## config.mk

```make
export PLATFORM = sky130hd
export DESIGN_NAME = univ_shift_reg_flat
export DESIGN_NICKNAME = d
export VERILOG_FILES = /design/src/rtl/univ_shift_reg_if.sv /design/src/rtl/univ_shift_reg.sv /design/src/flat_wrapper.sv
export SDC_FILE = /design/constraint.sdc
export NUM_CORES = 1
export LEC_CHECK = 0
export ABC_AREA = 1
export BUFFER_PORTS_ARGS = -buffer_cell sky130_fd_sc_hd__buf_2
export CAP_MARGIN = 20
export CORE_UTILIZATION = 42
export CTS_BUF_LIST = sky130_fd_sc_hd__clkbuf_4
export DETAILED_ROUTE_END_ITERATION = 6
export HOLD_SLACK_MARGIN = 0.03
export PLACE_DENSITY = 0.74
export REMOVE_ABC_BUFFERS = 1
export SYNTH_ARGS = -nofsm -noshare
export SYNTH_HDL_FRONTEND = slang
export SYNTH_SLANG_ARGS = --single-unit
```

## constraint.sdc

```tcl
create_clock -name clk -period 1.1 [get_ports clk]
set_input_delay 0.055 -clock clk [delete_from_list [all_inputs] [get_ports clk]]
set_output_delay 0.055 -clock clk [all_outputs]
set_load 0.02 [all_outputs]
```

## src/rtl/univ_shift_reg_if.sv

```systemverilog
// rtl/univ_shift_reg_if.sv - control, serial and parallel signal bundle for univ_shift_reg
interface univ_shift_reg_if #(
  parameter int WIDTH = 8
);
  logic             en;
  logic [1:0]       mode;
  logic             sin_r;
  logic             sin_l;
  logic [WIDTH-1:0] pin;
  logic [WIDTH-1:0] q;
  logic             sout_r;
  logic             sout_l;
  logic             frame_done;

  modport master (
    output en, mode, sin_r, sin_l, pin,
    input  q, sout_r, sout_l, frame_done
  );

  modport slave (
    input  en, mode, sin_r, sin_l, pin,
    output q, sout_r, sout_l, frame_done
  );
endinterface

```

## src/rtl/univ_shift_reg.sv

```systemverilog
// rtl/univ_shift_reg.sv - universal shift register: hold / shift right / shift left / load, with frame pulse
module univ_shift_reg #(
  parameter int               WIDTH  = 8,
  parameter bit               ROTATE = 1'b0,
  parameter logic [WIDTH-1:0] INIT   = {WIDTH{1'b0}}
) (
  input logic             clk,
  input logic             rst,
  univ_shift_reg_if.slave sr
);
  localparam int              CW       = (WIDTH > 2) ? $clog2(WIDTH) : 1;
  localparam logic [CW-1:0]   LAST_CNT = CW'(WIDTH - 1);

  typedef enum logic {COUNTING = 1'b0, LAST = 1'b1} frame_state_t;

  localparam logic [1:0] MODE_HOLD  = 2'b00;
  localparam logic [1:0] MODE_RIGHT = 2'b01;
  localparam logic [1:0] MODE_LEFT  = 2'b10;
  localparam logic [1:0] MODE_LOAD  = 2'b11;

  logic [WIDTH-1:0] q, q_next;
  logic [CW-1:0]    cnt, cnt_next, cnt_inc;
  frame_state_t     state, state_next;
  logic             done, done_next;
  logic             shift;
  logic             in_r, in_l;

  always_ff @(posedge clk) begin
    if (rst) begin
      q     <= INIT;
      cnt   <= '0;
      state <= COUNTING;
      done  <= 1'b0;
    end else begin
      q     <= q_next;
      cnt   <= cnt_next;
      state <= state_next;
      done  <= done_next;
    end
  end

  always_comb begin
    q_next     = q;
    cnt_next   = cnt;
    state_next = state;
    done_next  = 1'b0;
    shift      = 1'b0;
    cnt_inc    = cnt + 1'b1;
    // in rotate mode the end bit recirculates and the serial inputs are ignored
    in_r       = ROTATE ? q[0]       : sr.sin_r;
    in_l       = ROTATE ? q[WIDTH-1] : sr.sin_l;

    if (sr.en) begin
      case (sr.mode)
        MODE_RIGHT: begin
          q_next = {in_r, q[WIDTH-1:1]};
          shift  = 1'b1;
        end
        MODE_LEFT: begin
          q_next = {q[WIDTH-2:0], in_l};
          shift  = 1'b1;
        end
        MODE_LOAD: begin
          q_next     = sr.pin;
          cnt_next   = '0;
          state_next = COUNTING;
        end
        MODE_HOLD: ;
        default: ;
      endcase
    end

    // either direction advances the same frame count
    if (shift) begin
      if (state == LAST) begin
        cnt_next   = '0;
        state_next = COUNTING;
        done_next  = 1'b1;
      end else begin
        cnt_next   = cnt_inc;
        state_next = (cnt_inc == LAST_CNT) ? LAST : COUNTING;
      end
    end
  end

  assign sr.q          = q;
  assign sr.sout_r     = q[0];
  assign sr.sout_l     = q[WIDTH-1];
  assign sr.frame_done = done;
endmodule

```

## src/flat_wrapper.sv

```systemverilog
// flat-port wrapper written by rule: the top's interface ports become plain ports
module univ_shift_reg_flat 
#(
  parameter int               WIDTH  = 8,
  parameter bit               ROTATE = 1'b0,
  parameter logic [WIDTH-1:0] INIT   = {WIDTH{1'b0}}
)
  (clk, rst, sr_en, sr_mode, sr_sin_r, sr_sin_l, sr_pin, sr_q, sr_sout_r, sr_sout_l, sr_frame_done);
  univ_shift_reg_if #(.WIDTH(WIDTH)) sr_i ();
  input logic clk;
  input logic rst;
  input wire logic [$bits(sr_i.en)-1:0] sr_en;
  input wire logic [$bits(sr_i.mode)-1:0] sr_mode;
  input wire logic [$bits(sr_i.sin_r)-1:0] sr_sin_r;
  input wire logic [$bits(sr_i.sin_l)-1:0] sr_sin_l;
  input wire logic [$bits(sr_i.pin)-1:0] sr_pin;
  output wire logic [$bits(sr_i.q)-1:0] sr_q;
  output wire logic [$bits(sr_i.sout_r)-1:0] sr_sout_r;
  output wire logic [$bits(sr_i.sout_l)-1:0] sr_sout_l;
  output wire logic [$bits(sr_i.frame_done)-1:0] sr_frame_done;
  assign sr_i.en = sr_en;
  assign sr_i.mode = sr_mode;
  assign sr_i.sin_r = sr_sin_r;
  assign sr_i.sin_l = sr_sin_l;
  assign sr_i.pin = sr_pin;
  assign sr_q = sr_i.q;
  assign sr_sout_r = sr_i.sout_r;
  assign sr_sout_l = sr_i.sout_l;
  assign sr_frame_done = sr_i.frame_done;
  univ_shift_reg #(.WIDTH(WIDTH), .ROTATE(ROTATE), .INIT(INIT)) u_core (.clk(clk), .rst(rst), .sr(sr_i));
endmodule
```

======== Yosys cells after proc, flatten, opt, wreduce, memory -nomap -nowiden ========
Index checks and enable logic that the tools add are counted.
W data, S select, Z words.
word-level totals
  output and inout port bits .............. 11
  latch bits .............................. 0
  RAM bits ................................ 0
  flip-flop bits (word level) ............. 13
  bits in read-only memories .............. 0
  memories ................................ 0
cells by class
  divide/modulo/power cells ............... 0
  equal/unequal tests ..................... 4
  $mul .................................... 0
  bitwise operators ....................... 1
  reductions and logical operators ........ 7
  shift operators ......................... 0
  $lt $le $gt $ge ......................... 0
  add/subtract/negate cells ............... 1
  mux-type cells .......................... 13
operators by type and width
  operator               number
  $pmux W8 S3            1
  $mux W3                4
  $mux W1                8
  $eq A2 B2 Y1 const B   2
  $reduce_and A2 Y1      2
  $reduce_bool A2 Y1     2
  $reduce_or A2 Y1       2
  $add A3 B1 Y3 const B  1
  $eq A3 B3 Y1 const B   1
  $reduce_bool A3 Y1     1
  $eq A2 B1 Y1 const B   1
  $not A1 Y1             1

======== Depth between registers and ports, before layout ========
Gate-level depths: netlist of run 1.
  word-level depth ........................ 6
  gate-level depth with buffers ........... 8

======== Worst setup path after synthesis of run 1 ========
No wires, ideal clock.
  path kind ............................... input to register
  from .................................... in sr_mode[0]
  to ...................................... reg u_core.q[6] (netlist: u_core.sr.q[6])
  path slack .............................. 107 ps
  buffers on the path ..................... 2
  cell stages on the path ................. 8
  data arrival time ....................... 929 ps
  cells stage by stage .................... inv_1 > ha_1 > buf_2 > or2_1 > buf_6 > nor2_2 > nor2_1 > nor2_1
on the way
  cells in the longest elaborated chain, start to end .. 3
RTL lines
  item                                                 line                  source
  from (decl)                                          flat_wrapper.sv:13    input wire logic [$bits(sr_i.mode)-1:0] sr_mode;
  $eq A2 B2 Y1 / $eq A2 B1 Y1 (equally long branches)  univ_shift_reg.sv:54  case (sr.mode)
  $reduce_bool A3 Y1 (no line)                         n/a
  $reduce_and A2 Y1 (no line)                          n/a
  to (signal assigned)                                 univ_shift_reg.sv:35  q <= q_next;
  to (decl)                                            univ_shift_reg.sv:21  logic [WIDTH-1:0] q, q_next;
Parallel ways exist; a longest one is shown, timed or not.
A chain may end at the register's enable or synchronous reset.

==> flow_summary.yaml, run 1 <==
clocking:
  cts_buffer_depth: 2
  clk_pin_slew_ns: 0.09
  cts.sinks: 13
  root_buffer: "clkbuf_4"
  cts-buffers-inserted: 3
  cts_tree: "built"
  htree_levels: 1
  cts_setup_buffers: 0
  clk_latency_ns: 0.28
synth:
  yosysMostFrequentCell: "nand2_1"
  ys_warn_count: 0
  netlist_area_sq_um: 785
  synthDistinctLibCells: 17
  syn_avg_cell_area_sq_um: 6.59
  async_reset_ff_share_pct: 0
  synth.area.top_cells: "dfxtp_1, nand2_1, nor2_1"
  ys_seq_area_share_pct: 33.2
  yosysTopAreaCell: "dfxtp_1"
  postSynthCellCount: 119
  ys.flop_type: "dfxtp_1"
  synth_edf_count: 0
  synth_commonest_cells: "nand2_1, nor2_1, inv_1"
  synth.top_cell.area_share_pct: 33.2
  ys_ff_latch: 13
die:
  fp-row-count: 15
  die_area_sq_um: 2040
  die_y_microns: 45.2
  ios: 26
  die_w_microns: 45.2
  initial_utilization_pct: 44.9
  core_region_area_sq_um: 1750
detailed_routing:
  drtIter0Drc: 9
  routed_via_density: 4.59
  ant_nets: 0
  wl_per_cell_microns: 9.31
  detail_route.wirelength_microns: 1570
  first_pass_iters: 4
  num_vias: 776
  drc: 0
pwr:
  vdd_drop_max_mv: 0.559
  swShare_pct: 32.1
  p_leak_nw: 0.459
  comb_power_share_pct: 23.0
  p_per_area_nw_per_um2: 1140
  seqPwrFrac_pct: 48.6
  p_int_mw: 0.729
  pwr-share-clk_pct: 28.4
  power.total_mw: 1.07
  power.switching_mw: 0.345
global_route:
  grt_overflow: 0
  grt_use_total_pct: 17.6
  antenna_found_initial: 0
  grt_max_degree: 17
  first_global_vias: 636
  grt_pass1_wl_microns: 2530
cells_and_area:
  layout.nets: 165
  drive_gt1_share_pct: 28.5
  antenna_cells: 0
  syn_to_final_growth_pct: 20.1
timing:
  worst_clock_skew_ns: 0.00710
  finalSetupViolations: 0
  max_slew_margin_pct: 73.0
  holdWs_ns: 0.0518
  max_freq_ghz: 0.970
  min_period_ns: 1.03
  rsz0062_at_grt: "no"
  slew_viol_final: 0
  hold_violations: 0
  post-route-period-util_pct: 93.7
  worst-slew-pin-transition_ns: 0.405
setup_path:
  timing.rr.start: "u_core.cnt[0]$_SDFFE_PP0P_"
  cp_max_fo: 12
  start_kind: "input pin"
  arrival_ns: 1.25
  rr_endpoint: "u_core.cnt[1]$_SDFFE_PP0P_"
  r2r_cells: 5
  crit_required_ns: 1.32
  worstSetupPathType: "input pin to flip-flop"
  r2r_slack_ns: 0.10
  endpoint_kind: "flip-flop"
flow_run:
  max_cap_viol_count: 0
place:
  gp_congestion: 0.786
  hpwlAfterDp_microns: 1200
  port_buffers: 25
min_path:
  whs_path_depth: 3
  min_path_type: "input pin to flip-flop"
  hp-start: "sr_en"
  hold-path-endpoint: "u_core.sr.frame_done$_SDFF_PP0_"
status:
  status: "finished clean"
[registers in the layout, indices dropped and copies added, names as in the netlist]
register              cells
u_core.sr.q               8
u_core.cnt                3
u_core.sr.frame_done      1
u_core.state              1
[cell usage in the layout, fill, tap and decap left out, types with 2 or more instances in the layout]
master    count
nand2_1      26
buf_2        25
nor2_1       20
inv_1        15
dfxtp_1      13
nand3_1       9
o21ai_0       8
nor2_2        8
ha_1          5
o21ai_1       3
clkbuf_4      3
a21oi_1       2
buf_4         2
[metrics by stage]
stage	setup slack (ns)	utilization (%)	TNS [ns]	std cells	area, sq um
4_1_cts	0.0890	54.0	0	169	942
6_report	0.0692	54.0	0	169	942
5_1_grt	0.00719	54.0	0	169	942
2_1_floorplan	0.0937	-	0	112	733
3_5_place_dp	-0.0452	51.8	-0.267	164	905
3_3_place_gp	-0.0149	51.8	-0.0187	164	905
[cell type report]
type / instances / area (sq um)
clock inverter: 1 / 5.00
sequential: 13 / 260
timing repair buffer: 28 / 150
clock buffer: 3 / 22.5
inverter: 16 / 60.1
multi-input combinational: 83 / 413
fill: 181 / 803
tap: 25 / 31.3
[critical path, cell delays in order]
cell and delay (ns):
dlygate4sd3_1 0.54, buf_2 0.14, inv_1 0.25, o21ai_0 0.15, nor2_1 0.11
[layer usage]
metal / wire [microns] / up-vias / GRT usage [%]
met2: 734 / 20 / 26.4
li1: - / 410 / -
met4: 12 / 0 / 12.7
met5: 0 / - / 0
met1: 763 / 344 / 21.4
met3: 63 / 2 / 4.80
[what timing repair did]
action	4_1_cts	5_1_grt
hold buffers	1	0
gates resized for setup	0	0
endpoints found under the hold margin	2	0
[cells by family (layout without fill, tap and decap cells)]
kind of cell	after synthesis	in the layout	synth area share, %
compound gates	13	13	8.29
fa+ha+maj	5	5	7.97
buf+inv	23	48	14.2
flops	13	13	33.2
simple gates	65	65	36.4
[power by group through the flow]
stage | Combinational [mW] | Clock (mW) | Sequential (mW)
3_3_place_gp | 0.241 | 0 | 0.533
5_1_grt | 0.277 | 0.332 | 0.527
4_1_cts | 0.249 | 0.322 | 0.523
2_1_floorplan | 0.126 | 0 | 0.566
3_5_place_dp | 0.245 | 0 | 0.534
6_report | 0.247 | 0.305 | 0.522
[how the worst max path moves through the flow]
| stage | cells after the start | endpoint | from |
|---|---|---|---|
| detailed placement | 7 | u_core.sr.q[0]$_SDFFE_PP0P_ | sr_mode[0] |
| global route | 5 | u_core.sr.q[1]$_SDFFE_PP0P_ | rst |
| global placement | 7 | u_core.sr.q[0]$_SDFFE_PP0P_ | sr_mode[0] |
| floorplan | 6 | u_core.sr.q[0]$_SDFFE_PP0P_ | sr_mode[0] |
| CTS | 5 | u_core.cnt[1]$_SDFFE_PP0P_ | u_core.cnt[0]$_SDFFE_PP0P_ |
| finish | 5 | u_core.sr.q[7]$_SDFFE_PP0P_ | rst |
Note: power is estimated with default switching activity, not from simulation.
==> run 2, diff against run 1 <==
- MAX_ROUTING_LAYER: not set -> met4
==> run 2 against run 1 <==
Effect of this change: hold slack got worse by 0.0028 ns; maximum frequency increased by 0.24%; flip-flop and latch count unchanged; first-iteration DRC count unchanged; clock power about the same; combinational power about the same; count of clock-buffer cells in the layout unchanged; critical path depth unchanged; utilization unchanged; largest power group unchanged.
==> flow_summary.yaml, run 2 (same netlist as run 1, synthesis figures left out) <==
status:
  status: "finished clean"
timing:
  setup_slack_ns: 0.0717
  max_slew_margin_pct: 73.0
  rsz0062_at_grt: "no"
  finalSetupViolations: 0
  hold_violations: 0
  worst_clock_skew_ns: 0.00710
  slew_viol_final: 0
  holdWs_ns: 0.0490
  post-route-period-util_pct: 93.5
  min_period_ns: 1.03
  worst-slew-pin-transition_ns: 0.405
  tns_ns: 0
  max_freq_ghz: 0.972
setup_path:
  r2r_cells: 5
  timing.rr.start: "u_core.cnt[0]$_SDFFE_PP0P_"
  worstSetupPathType: "input pin to flip-flop"
  start_kind: "input pin"
  cp_max_fo: 12
  r2r_slack_ns: 0.10
  arrival_ns: 1.25
  endpoint_kind: "flip-flop"
  rr_endpoint: "u_core.cnt[1]$_SDFFE_PP0P_"
  crit_required_ns: 1.32
clocking:
  clk_pin_slew_ns: 0.09
  root_buffer: "clkbuf_4"
  cts_setup_buffers: 0
  clk_latency_ns: 0.29
  cts-buffers-inserted: 3
  cts_buffer_depth: 2
  cts_tree: "built"
  ctsResizeCount: 0
  htree_levels: 1
  cts.sinks: 13
  ctsHoldBuffers: 1
place:
  hpwlAfterDp_microns: 1200
  port_buffers: 25
  gp_congestion: 0.797
  dp_cells: 164
  dp_slack_ns: -0.0452
  dpl-instance-area_sq_um: 905
pwr:
  p_int_mw: 0.729
  power.switching_mw: 0.347
  pwr-share-clk_pct: 28.6
  power.total_mw: 1.08
  p_leak_nw: 0.459
  p_per_area_nw_per_um2: 1140
  seqPwrFrac_pct: 48.5
  comb_power_share_pct: 22.9
  swShare_pct: 32.2
  vdd_drop_max_mv: 0.559
cells_and_area:
  layout_commonest_cell: "nand2_1"
  top_register: "u_core.sr.q"
  largest_reg_flops: 8
  fill_cells: 181
  regArea_sq_um: 260
  antenna_cells: 0
  final_cell_mix: "nand2_1, buf_2, nor2_1"
  multiInputGateArea_sq_um: 413
  finalInstanceArea_sq_um: 942
  final_util_pct: 54.0
  reg.largest.list: "u_core.sr.q x8, u_core.cnt x3"
  layout.nets: 165
  fin_cells: 169
  drive_gt1_share_pct: 28.5
  syn_to_final_growth_pct: 20.1
detailed_routing:
  num_vias: 780
  first_pass_iters: 4
  drtIter0Drc: 9
  wl_per_cell_microns: 9.31
  detail_route.wirelength_microns: 1570
  routed_via_density: 4.62
  ant_nets: 0
  drc: 0
die:
  die_y_microns: 45.2
  fp-row-count: 15
  initial_utilization_pct: 44.9
  die_w_microns: 45.2
  ios: 26
  die_area_sq_um: 2040
  core_region_area_sq_um: 1750
global_route:
  grt_util_met1_pct: 21.4
  gr-usage-met3_pct: 3.60
  grt_use_total_pct: 17.8
  grt_overflow: 0
  grt.busiest_layer: "met2"
  antenna_found_initial: 0
  grt_util_met2_pct: 26.4
  grt_pass1_wl_microns: 2510
  first_global_vias: 642
  grt_max_degree: 17
min_path:
  hold-path-endpoint: "u_core.sr.frame_done$_SDFF_PP0_"
  whs_path_depth: 3
  hp-start: "sr_en"
  min_path_type: "input pin to flip-flop"
flow_run:
  max_cap_viol_count: 0
-- run 2: final cells by class --
type                            count  area share [%]
Multi-Input combinational cell     83            43.8
Sequential cell                    13            27.6
Timing Repair Buffer               28            15.9
Inverter                           16            6.37
Tap cell                           25            3.32
Clock buffer                        3            2.39
Clock inverter                      1           0.531
-- run 2: how the worst max path moves through the flow --
stage	cells past startpoint	from	end	slack [ns]
floorplan	6	sr_mode[0]	u_core.sr.q[0]$_SDFFE_PP0P_	0.09
global placement	7	sr_mode[0]	u_core.sr.q[0]$_SDFFE_PP0P_	-0.01
detailed placement	7	sr_mode[0]	u_core.sr.q[0]$_SDFFE_PP0P_	-0.05
CTS	5	u_core.cnt[0]$_SDFFE_PP0P_	u_core.cnt[1]$_SDFFE_PP0P_	0.09
global route	5	rst	u_core.sr.q[1]$_SDFFE_PP0P_	0.002
finish	5	rst	u_core.sr.q[7]$_SDFFE_PP0P_	0.07
-- run 2: power by group through the flow --
stage	sequential [mW]	combinational [mW]	clock, mW
after global placement	0.533	0.241	0
after CTS	0.523	0.249	0.322
final	0.522	0.247	0.307
after floorplan	0.566	0.126	0
after detailed placement	0.534	0.245	0
after global routing	0.527	0.277	0.328
-- run 2: routing by layer --
layer,share of wire (%),vias to the layer above
met3,4.2,4
met1,48,344
met2,46,22
met4,1.7,0
li1,-,410
met5,0,-
-- run 2: worst max-delay path: stages --
cell	delay, ns
dlygate4sd3_1	0.54
buf_2	0.14
inv_1	0.25
o21ai_0	0.15
nor2_1	0.11
